**src/rtl/frame_payload_splitter.sv**
```systemverilog
// frame_payload_splitter: deserialises a framed narrow stream into header address, pixel payload and audio payload.
// Frames are delimited by axiiv going low; malformed frames are flagged through frame_err on frame_done.
module frame_payload_splitter #(
    parameter int IN_WIDTH    = 2,
    parameter int ADDR_BITS   = 24,
    parameter int PIXEL_BYTES = 320,
    parameter int AUDIO_BYTES = 64,
    localparam int PW = PIXEL_BYTES > 1 ? $clog2(PIXEL_BYTES) : 1,
    localparam int AW = AUDIO_BYTES > 0 ? $clog2(AUDIO_BYTES + 1) : 1
) (
    input  logic                 clk,
    input  logic                 rst,
    input  logic                 axiiv,
    input  logic [IN_WIDTH-1:0]  axiid,
    output logic [ADDR_BITS-1:0] addr,
    output logic                 addr_valid,
    output logic [7:0]           pixel,
    output logic                 pixel_valid,
    output logic [PW-1:0]        pixel_index,
    output logic [7:0]           audio,
    output logic                 audio_valid,
    output logic [AW-1:0]        audio_index,
    output logic                 frame_done,
    output logic                 frame_err
);
    localparam int BEATS      = 8 / IN_WIDTH;
    localparam int ADDR_BEATS = ADDR_BITS / IN_WIDTH;
    localparam int ACC_W      = ADDR_BITS > 8 ? ADDR_BITS : 8;
    localparam int MAXB       = ADDR_BEATS > BEATS ? ADDR_BEATS : BEATS;
    localparam int BW         = $clog2(MAXB + 1);
    localparam int CW         = $clog2(PIXEL_BYTES + AUDIO_BYTES + 1);
    localparam logic [BW-1:0] ADDR_LAST = BW'(ADDR_BEATS - 1);
    localparam logic [BW-1:0] BYTE_LAST = BW'(BEATS - 1);
    localparam logic [CW-1:0] PIX_LAST  = CW'(PIXEL_BYTES - 1);
    localparam logic [CW-1:0] AUD_MAX   = CW'(AUDIO_BYTES);

    typedef enum logic [2:0] {SYNC, ADDR, PIXEL, AUDIO, DROP} state_t;

    state_t                  state;
    logic [ACC_W-IN_WIDTH-1:0] acc;
    logic [ACC_W-1:0]        shifted;
    logic [BW-1:0]           beat_cnt;
    logic [CW-1:0]           byte_cnt;
    logic                    beat_last;

    always_comb begin
        shifted   = {acc, axiid};
        beat_last = beat_cnt == BYTE_LAST;
    end

    always_ff @(posedge clk) begin
        if (rst) begin
            state       <= SYNC;
            acc         <= '0;
            beat_cnt    <= '0;
            byte_cnt    <= '0;
            addr        <= '0;
            addr_valid  <= 1'b0;
            pixel       <= '0;
            pixel_valid <= 1'b0;
            pixel_index <= '0;
            audio       <= '0;
            audio_valid <= 1'b0;
            audio_index <= '0;
            frame_done  <= 1'b0;
            frame_err   <= 1'b0;
        end else begin
            addr_valid  <= 1'b0;
            pixel_valid <= 1'b0;
            audio_valid <= 1'b0;
            frame_done  <= 1'b0;
            frame_err   <= 1'b0;
            if (axiiv)
                acc <= shifted[ACC_W-IN_WIDTH-1:0];
            if (!axiiv) begin
                // Any low cycle ends the frame; an idle ADDR cycle with no beats is not a frame.
                state      <= ADDR;
                beat_cnt   <= '0;
                byte_cnt   <= '0;
                frame_done <= state != SYNC && !(state == ADDR && beat_cnt == '0);
                frame_err  <= (state == ADDR && beat_cnt != '0) || state == PIXEL || state == DROP
                              || (state == AUDIO && beat_cnt != '0);
            end else begin
                case (state)
                    ADDR: begin
                        beat_cnt <= beat_cnt == ADDR_LAST ? '0 : beat_cnt + 1'b1;
                        if (beat_cnt == ADDR_LAST) begin
                            addr       <= shifted[ADDR_BITS-1:0];
                            addr_valid <= 1'b1;
                            state      <= PIXEL;
                        end
                    end
                    PIXEL: begin
                        beat_cnt <= beat_last ? '0 : beat_cnt + 1'b1;
                        if (beat_last) begin
                            pixel       <= shifted[7:0];
                            pixel_valid <= 1'b1;
                            pixel_index <= byte_cnt[PW-1:0];
                            byte_cnt    <= byte_cnt == PIX_LAST ? '0 : byte_cnt + 1'b1;
                            state       <= byte_cnt == PIX_LAST ? AUDIO : PIXEL;
                        end
                    end
                    AUDIO: begin
                        if (byte_cnt == AUD_MAX) begin
                            state <= DROP;
                        end else begin
                            beat_cnt <= beat_last ? '0 : beat_cnt + 1'b1;
                            if (beat_last) begin
                                audio       <= shifted[7:0];
                                audio_valid <= 1'b1;
                                audio_index <= byte_cnt[AW-1:0];
                                byte_cnt    <= byte_cnt + 1'b1;
                            end
                        end
                    end
                    default: ;
                endcase
            end
        end
    end
endmodule

```
**config.mk**
```make
export PLATFORM = sky130hd
export DESIGN_NAME = frame_payload_splitter
export DESIGN_NICKNAME = d
export VERILOG_FILES = /design/src/rtl/frame_payload_splitter.sv
export SDC_FILE = /design/constraint.sdc
export NUM_CORES = 1
export LEC_CHECK = 0
export ABC_AREA = 1
export BUFFER_PORTS_ARGS = -buffer_cell sky130_fd_sc_hd__clkbuf_2
export CAP_MARGIN = 40
export CORE_UTILIZATION = 40
export DETAILED_ROUTE_END_ITERATION = 12
export GPL_TIMING_DRIVEN = 0
export PLACE_DENSITY = 0.69
export SYNTH_ARGS = -nofsm -noshare
export SYNTH_HDL_FRONTEND = slang
export SYNTH_SLANG_ARGS = --single-unit
export TNS_END_PERCENT = 20
```
**constraint.sdc**
```tcl
create_clock -name clk -period 2.9 [get_ports clk]
set_input_delay 0.725 -clock clk [delete_from_list [all_inputs] [get_ports clk]]
set_output_delay 0.725 -clock clk [all_outputs]
set_load 0.1 [all_outputs]
```
==> flow_metrics.py, run 1 <==
metrics = {
    "run_status": {
        "outcome": "completed",
    },
    "global_route": {
        "gr-total-overflow": 0,
        "grt_start_max_net_pins": 19,
        "antenna_violations_before_repair": 0,
        "first_global_vias": 2970,
        "layer_with_the_highest_usage": "met2",
        "first_pass_grt_wire_length_um": 14200,
        "grt.met1_usage": 0.240,
        "global_route.usage.total": 0.183,
        "met3_usage": 0.0365,
        "global_route.usage.met2": 0.299,
    },
    "timing": {
        "rsz0062_at_grt": "false",
        "fin_worst_skew_ns": 0.0134,
        "slew_viol_final": 0,
        "timing.slew.headroom": 0.567,
        "hold_viol": 0,
        "worst_slew_pin_slew_ns": 0.647,
        "post-route-period-util": 0.669,
        "achievable-frequency_mhz": 515,
        "fin_tns_setup_ns": 0,
        "final_period_minus_worst_setup_slack_ns": 1.94,
        "setup_viol": 0,
    },
    "placement": {
        "io_buffers": 65,
        "postPlaceCellArea_um2": 4290,
        "place.detailed.hpwl_um": 6580,
        "placedCellCount": 643,
        "gpl.final_weighted_congestion": 0.851,
    },
    "cts": {
        "clkSinkCount": 99,
        "clock_tree.htree_level_count": 3,
        "cts_root_buf": "sky130_fd_sc_hd__clkbuf_8",
        "clock_slew_at_the_register_clock_pins_of_the_worst_setup_and_hold_paths_ns": 0.10,
        "clock_latency_on_the_worst_skew_pair_ns": 0.38,
        "postCtsHoldBufs": 0,
        "clockBufferDepth": 2,
        "tritoncts": "yes",
        "num_cts_buffers": 9,
        "post_cts_repair_resize_count": 0,
        "postCtsSetupRepairBufs": 0,
    },
    "power_and_ir_drop": {
        "worst_ir_drop_vdd_v": 0.000234,
        "leakagePower_nw": 1.90,
        "power.share.sequential": 0.601,
        "powerDensity_nw_per_um2": 509,
        "switching_power_mw": 0.570,
        "share_clk_of_total_power": 0.364,
        "switching_share": 0.250,
        "power.share.combinational": 0.036,
        "cell_internal_pwr_mw": 1.71,
    },
    "layout": {
        "final_common_cell": "sky130_fd_sc_hd__dfxtp_1",
        "mostFrequentLayoutCells": "sky130_fd_sc_hd__dfxtp_1 (99), sky130_fd_sc_hd__clkbuf_2 (65), sky130_fd_sc_hd__inv_1 (63)",
        "design_area_um2": 4480,
        "post_route_non_filler_standard_cell_count": 659,
        "layout-drive-gt1-share": 0.240,
        "fillCellCount": 914,
        "finalNetCount": 534,
        "multi_input_area_um2": 1420,
        "area_growth_syn_to_layout_pct": 17.6,
        "diodes": 0,
        "layout.area.seq_um2": 1980,
    },
    "synth": {
        "synthDistinctLibCells": 33,
        "synth_sequential_area_ratio": 0.521,
        "synth_nets": 458,
        "yosys_warnings": 0,
        "postSynthCellCount": 449,
        "yosys.area.top_type_share": 0.521,
        "mappedNetlistArea_um2": 3810,
        "postSynthRegisterBits": 99,
        "synth_area_leaders": "sky130_fd_sc_hd__dfxtp_1 (52%), sky130_fd_sc_hd__a21oi_1 (7.2%), sky130_fd_sc_hd__inv_1 (6.2%), sky130_fd_sc_hd__o21ai_0 (5.0%), sky130_fd_sc_hd__nand2_1 (3.6%)",
        "synth.largest_area_cell": "sky130_fd_sc_hd__dfxtp_1",
        "avgSynthCellArea_um2": 8.48,
    },
    "setup_path": {
        "crit_arrival_ns": 1.22,
        "crit_type": "reg2out",
        "timing.critical_path.to_type": "primary output",
        "setup.reg_to_reg.worst_slack_ns": 1.07,
        "critPathLaunchType": "flip-flop",
        "critical_path_required_ns": 2.17,
        "crit_path_cell_trace": "clkbuf_2",
        "cp_top_family": "buffers and inverters",
        "critical_path.max_stage_delay_ns": 0.47,
        "cp_num_buf_inv": 1,
        "critical_path.max_fanout": 2,
        "critPathSlowestCell": "sky130_fd_sc_hd__clkbuf_2",
    },
    "floorplanning": {
        "die_area_um2": 9910,
        "core.rowCount": 35,
        "floorplan.io_pins": 66,
        "floorplan.core_area_um2": 9240,
        "start_util": 0.412,
        "chipHeight_um": 99.5,
        "dieWidth_um": 99.5,
    },
    "routing": {
        "post_drt_wl_per_cell_um": 13.6,
        "initialDrtViolationCount": 124,
        "route.antenna.remaining_nets": 0,
        "routed-via-count": 3240,
        "vias_per_cell": 4.92,
        "first_pass_iters": 4,
        "drc_errors": 0,
        "routed_wl_um": 8950,
    },
    "flow_run": {
        "max_cap_viol_count": 0,
    },
    "worst_hold_path": {
        "min_path_type": "reg2reg",
    },
}
power by group through the flow:
| stage | sequential (mW) | combinational (mW) | clock (mW) |
|---|---|---|---|
| floorplan | 1.41 | 0.0484 | 0 |
| global placement | 1.40 | 0.0790 | 0 |
| detailed placement | 1.40 | 0.0801 | 0 |
| CTS | 1.37 | 0.0806 | 0.852 |
| global route | 1.37 | 0.0891 | 0.896 |
| finish | 1.37 | 0.0812 | 0.830 |
per-layer routing:
metal  vias up  part of all wire
met3         9             0.058
li1       1635                 -
met4         0             0.013
met1      1499              0.47
met5         -                 0
met2        97              0.46
flip-flops by register name, indices dropped and copies added, names as in the netlist:
name and flops:
audio_index 7, frame_err 1, pixel_valid 1, byte_cnt 9
addr 24, addr_valid 1, beat_cnt 4, frame_done 1
pixel 8, acc 22, state 3, audio_valid 1
audio 8, pixel_index 9
cells in the mapped netlist:
cell                       number
sky130_fd_sc_hd__xor2_1         2
sky130_fd_sc_hd__o21ai_2        1
sky130_fd_sc_hd__clkbuf_1       8
sky130_fd_sc_hd__o22ai_1       22
sky130_fd_sc_hd__buf_4          2
sky130_fd_sc_hd__buf_1          1
sky130_fd_sc_hd__buf_6          6
sky130_fd_sc_hd__nand2_4        1
sky130_fd_sc_hd__nor2_8         1
sky130_fd_sc_hd__nand2_2        4
sky130_fd_sc_hd__inv_1         63
sky130_fd_sc_hd__nand3b_4       1
sky130_fd_sc_hd__dfxtp_1       99
sky130_fd_sc_hd__inv_4          1
sky130_fd_sc_hd__nand2_1       37
sky130_fd_sc_hd__nor2_4         2
sky130_fd_sc_hd__o21ai_1       25
sky130_fd_sc_hd__inv_2          6
sky130_fd_sc_hd__o21ai_0       38
sky130_fd_sc_hd__buf_2          5
sky130_fd_sc_hd__o21a_1         1
sky130_fd_sc_hd__and3_1         1
sky130_fd_sc_hd__nor2_2         1
sky130_fd_sc_hd__o211a_1        1
sky130_fd_sc_hd__nor3_4         1
sky130_fd_sc_hd__ha_1           4
sky130_fd_sc_hd__nor3_1         5
sky130_fd_sc_hd__nand3_4        1
sky130_fd_sc_hd__nand4_2        1
sky130_fd_sc_hd__nand3_1       12
sky130_fd_sc_hd__nor2_1        29
sky130_fd_sc_hd__a21oi_2       12
sky130_fd_sc_hd__a21oi_1       55
logic make-up after synthesis:
kind of cell	Yosys count	synth area share
buf+inv	92	0.107
flops	99	0.521
fa+ha+maj	4	0.0131
simple gates	97	0.129
compound gates	155	0.226
xor+xnor	2	0.00460
final cells by class:
cell class / count / share of cell area
clock inverters: 7 / 0.0131
plain buffers: 22 / 0.0316
clock buffers: 9 / 0.0277
well taps: 129 / 0.0361
repair buffers: 65 / 0.0727
multi-input cells: 258 / 0.317
flip-flops and latches: 99 / 0.443
inverters: 70 / 0.0593
stage by stage:
| stage | setup slack (ns) | total power [mW] | util | hold slack, ns |
|---|---|---|---|---|
| CTS | 0.947 | 2.30 | 0.484 | 0.451 |
| finish | 0.960 | 2.28 | 0.484 | 0.450 |
| floorplan | 1.25 | 1.45 | - | 0.430 |
| global route | 0.901 | 2.36 | 0.484 | 0.473 |
| detailed placement | 0.733 | 1.48 | 0.465 | 0.437 |
| global placement | 0.753 | 1.48 | 0.465 | 0.434 |
worst reg2reg max path: cells and delay by family, from the launching register on:
kind	cells	cell delay, ns
adders and majority gates	1	0.23
buffers and inverters	1	0.11
DFF	1	0.43
and+or+nand+nor	5	0.75
AOI/OAI and AO/OA	1	0.23
final timing paths:
path / from / endpoint / cells past startpoint
worst max-delay path: pixel_index[7] / pixel_index[7] / 1
worst min-delay path: audio_index[5] / audio_index[5] / 2
worst max register to register: byte_cnt[1] / byte_cnt[4] / 8
worst min register to register: audio_index[5] / audio_index[5] / 2
No activity file was read; power rests on OpenSTA's default activity.
==> run 2, diff against run 1 <==
--- a/config.mk
+++ b/config.mk
@@ -5,13 +5,13 @@
 export SDC_FILE = /design/constraint.sdc
 export NUM_CORES = 1
 export LEC_CHECK = 0
-export ABC_AREA = 1
+export ABC_AREA = 0
 export BUFFER_PORTS_ARGS = -buffer_cell sky130_fd_sc_hd__clkbuf_2
 export CAP_MARGIN = 40
 export CORE_UTILIZATION = 40
 export DETAILED_ROUTE_END_ITERATION = 12
 export GPL_TIMING_DRIVEN = 0
-export PLACE_DENSITY = 0.69
+export PLACE_DENSITY = 0.71
 export SYNTH_ARGS = -nofsm -noshare
 export SYNTH_HDL_FRONTEND = slang
 export SYNTH_SLANG_ARGS = --single-unit
==> constraint.sdc (replaced) <==
create_clock -name clk -period 1.65 [get_ports clk]
set_input_delay 0.4125 -clock clk [delete_from_list [all_inputs] [get_ports clk]]
set_output_delay 0.4125 -clock clk [all_outputs]
set_load 0.1 [all_outputs]
==> flow_metrics.py, run 2 <==
metrics = {
    "synth": {
        "avgSynthCellArea_um2": 10.3,
        "synth.largest_area_cell": "sky130_fd_sc_hd__dfxtp_1",
        "ys_async_sr_fraction": 0,
        "synth_nets": 392,
        "mappedNetlistArea_um2": 3940,
        "postSynthRegisterBits": 99,
        "synth_flop_cell": "sky130_fd_sc_hd__dfxtp_1",
        "synthDistinctLibCells": 49,
        "most_frequent_cells_after_synthesis": "sky130_fd_sc_hd__dfxtp_1 (99), sky130_fd_sc_hd__nor2_1 (86), sky130_fd_sc_hd__mux2i_1 (78)",
        "yosys_warnings": 0,
        "postSynthCellCount": 383,
        "synth_sequential_area_ratio": 0.504,
        "yosys.area.top_type_share": 0.504,
        "yosys.cell_count.top_type": "sky130_fd_sc_hd__dfxtp_1",
        "synth_area_leaders": "sky130_fd_sc_hd__dfxtp_1 (50%), sky130_fd_sc_hd__mux2i_1 (20%), sky130_fd_sc_hd__nor2_1 (8.2%), sky130_fd_sc_hd__a21oi_1 (1.4%), sky130_fd_sc_hd__ha_1 (1.3%)",
        "synth_enable_flop_cells": 0,
    },
    "worst_hold_path": {
        "min_path_type": "in2reg",
        "timing.hold.worst_path_depth": 3,
        "timing.hold.worst_endpoint": "pixel[1]",
        "holdCritStartpoint": "axiid[1]",
    },
    "layout": {
        "finalNetCount": 489,
        "area_growth_syn_to_layout_pct": 26.7,
        "registers_with_the_most_flip_flops": "addr x24, acc x22",
        "fillCellCount": 861,
        "diodes": 0,
        "final_common_cell": "sky130_fd_sc_hd__dfxtp_1",
        "regMostFlops": "addr",
        "largest_register_ffs": 24,
        "multi_input_area_um2": 1890,
        "layout.area.seq_um2": 2010,
        "mostFrequentLayoutCells": "sky130_fd_sc_hd__dfxtp_1 (87), sky130_fd_sc_hd__nor2_1 (86), sky130_fd_sc_hd__mux2i_1 (77)",
        "layout-drive-gt1-share": 0.318,
        "design_area_um2": 4990,
    },
    "floorplanning": {
        "chipHeight_um": 101,
        "die_area_um2": 10200,
        "floorplan.io_pins": 66,
        "floorplan.core_area_um2": 9370,
        "dieWidth_um": 101,
        "start_util": 0.420,
        "core.rowCount": 35,
    },
    "cts": {
        "num_cts_buffers": 9,
        "clock_slew_at_the_register_clock_pins_of_the_worst_setup_and_hold_paths_ns": 0.09,
        "clock_tree.htree_level_count": 3,
        "cts_root_buf": "sky130_fd_sc_hd__clkbuf_8",
        "postCtsHoldBufs": 0,
        "tritoncts": "yes",
        "clock_latency_on_the_worst_skew_pair_ns": 0.36,
        "clockBufferDepth": 2,
        "clkSinkCount": 99,
    },
    "global_route": {
        "gr-total-overflow": 0,
        "grt_start_max_net_pins": 16,
        "first_global_vias": 3034,
        "global_route.usage.total": 0.191,
        "first_pass_grt_wire_length_um": 15100,
        "antenna_violations_before_repair": 0,
    },
    "power_and_ir_drop": {
        "leakagePower_nw": 2.13,
        "worst_ir_drop_vdd_v": 0.000411,
        "total_power_mw": 3.90,
        "powerDensity_nw_per_um2": 782,
    },
    "placement": {
        "gpl.final_weighted_congestion": 0.842,
        "place.detailed.hpwl_um": 6130,
        "postPlaceCellArea_um2": 4460,
        "io_buffers": 65,
        "preCtsSetupSlack_ns": -0.608,
    },
    "setup_path": {
        "ff2ff_path_depth": 8,
        "critical_path.max_fanout": 5,
        "worstReg2RegStart": "byte_cnt[1]",
        "crit-reg2reg-capture": "audio_index[5]",
        "critPathLaunchType": "flip-flop",
        "critPathSlowestCell": "sky130_fd_sc_hd__dfxtp_4",
        "crit_arrival_ns": 1.97,
        "critical_path_required_ns": 1.87,
        "crit_path_cell_trace": "inv_2 -> ha_4 -> nor4b_4 -> a2111oi_4 -> buf_6 -> buf_8 -> mux2i_1 -> nor2_1",
        "timing.critical_path.to_type": "flip-flop",
        "crit_type": "reg2reg",
        "setup.reg_to_reg.worst_slack_ns": -0.1,
        "critical_path.max_stage_delay_ns": 0.39,
    },
    "routing": {
        "initialDrtViolationCount": 106,
        "drc_errors": 0,
        "first_pass_iters": 4,
        "routed-via-count": 3116,
        "routed_wl_um": 9510,
        "vias_per_cell": 5.08,
        "post_drt_wl_per_cell_um": 15.5,
        "route.antenna.remaining_nets": 0,
    },
    "timing": {
        "fin_worst_skew_ns": 0.0122,
        "post-route-worst-setup-slack_ns": -0.0970,
        "hold_viol": 0,
        "slew_viol_final": 0,
        "fin_tns_setup_ns": -1.50,
        "post_route_worst_hold_slack_ns": 0.350,
        "setup_viol": 25,
        "worst_slew_pin_slew_ns": 0.604,
        "final_period_minus_worst_setup_slack_ns": 1.75,
        "rsz0062_at_grt": "true",
        "timing.slew.headroom": 0.597,
        "achievable-frequency_mhz": 572,
        "post-route-period-util": 1.06,
    },
    "run_status": {
        "outcome": "finished with violations",
        "violations": "setup timing",
    },
    "flow_run": {
        "max_cap_viol_count": 0,
    },
}
==> run 2: worst max path at each step <==
stage | start | endpoint | slack (ns) | depth (start not counted)
CTS | byte_cnt[1] | audio[6] | -0.13 | 8
global placement | beat_cnt[1] | audio[3] | -0.57 | 7
finish | byte_cnt[1] | audio_index[5] | -0.1 | 8
detailed placement | beat_cnt[0] | audio[6] | -0.61 | 7
floorplan | byte_cnt[1] | audio[4] | -0.26 | 7
global route | byte_cnt[0] | audio[6] | -0.17 | 8
==> run 2: kinds of logic (layout without fill, tap and decap cells) <==
kind of cell | after synthesis | count (layout) | share of synthesized area
buffers and inverters | 30 | 131 | 0.0426
multiplexers | 78 | 78 | 0.198
AND/OR/NAND/NOR | 136 | 136 | 0.178
AO/OA/AOI/OAI | 32 | 32 | 0.0556
XOR/XNOR | 4 | 4 | 0.00890
adder cells (fa/ha/maj) | 4 | 4 | 0.0127
flip-flops | 99 | 99 | 0.504
==> run 2: final cells by class <==
type | instances | area share
inverter | 6 | 0.00502
buffer | 21 | 0.0381
timing repair buffer | 89 | 0.112
sequential | 99 | 0.403
clock buffer | 10 | 0.0256
tap | 129 | 0.0324
multi-input combinational | 254 | 0.378
clock inverter | 5 | 0.00602
==> run 2: routing by layer <==
metal | vias up | GRT usage | wire length (µm)
met5 | - | 0 | 0
met4 | 0 | 0.0591 | 181
met3 | 23 | 0.0518 | 515
met2 | 92 | 0.323 | 4650
met1 | 1491 | 0.237 | 4160
li1 | 1510 | - | -
==> run 2: power breakdown <==
group	switching [mW]	internal [mW]	total (mW)
Sequential	0.0116	2.39	2.40
Clock	0.815	0.537	1.35
Combinational	0.0969	0.0481	0.145
==> run 2: critical path: cells and delay by family (launching register included) <==
family,cells,cell delay (ns)
buffers and inverters,3,0.37
DFF,1,0.39
AOI/OAI and AO/OA,1,0.32
and+or+nand+nor,2,0.20
muxes,1,0.19
adders and majority gates,1,0.15
==> run 2: metrics by stage <==
step,util,cells
floorplan,-,383
global placement,0.476,577
detailed placement,0.476,577
CTS,0.522,610
global route,0.532,613
finish,0.532,613
==> run 2: repair_timing <==
item                       in CTS  in global routing
setup endpoints to repair      77                 71
setup buffers                  16                  5
resized for setup              30                 30
pin swaps                       6                 11
gates cloned                    2                  1
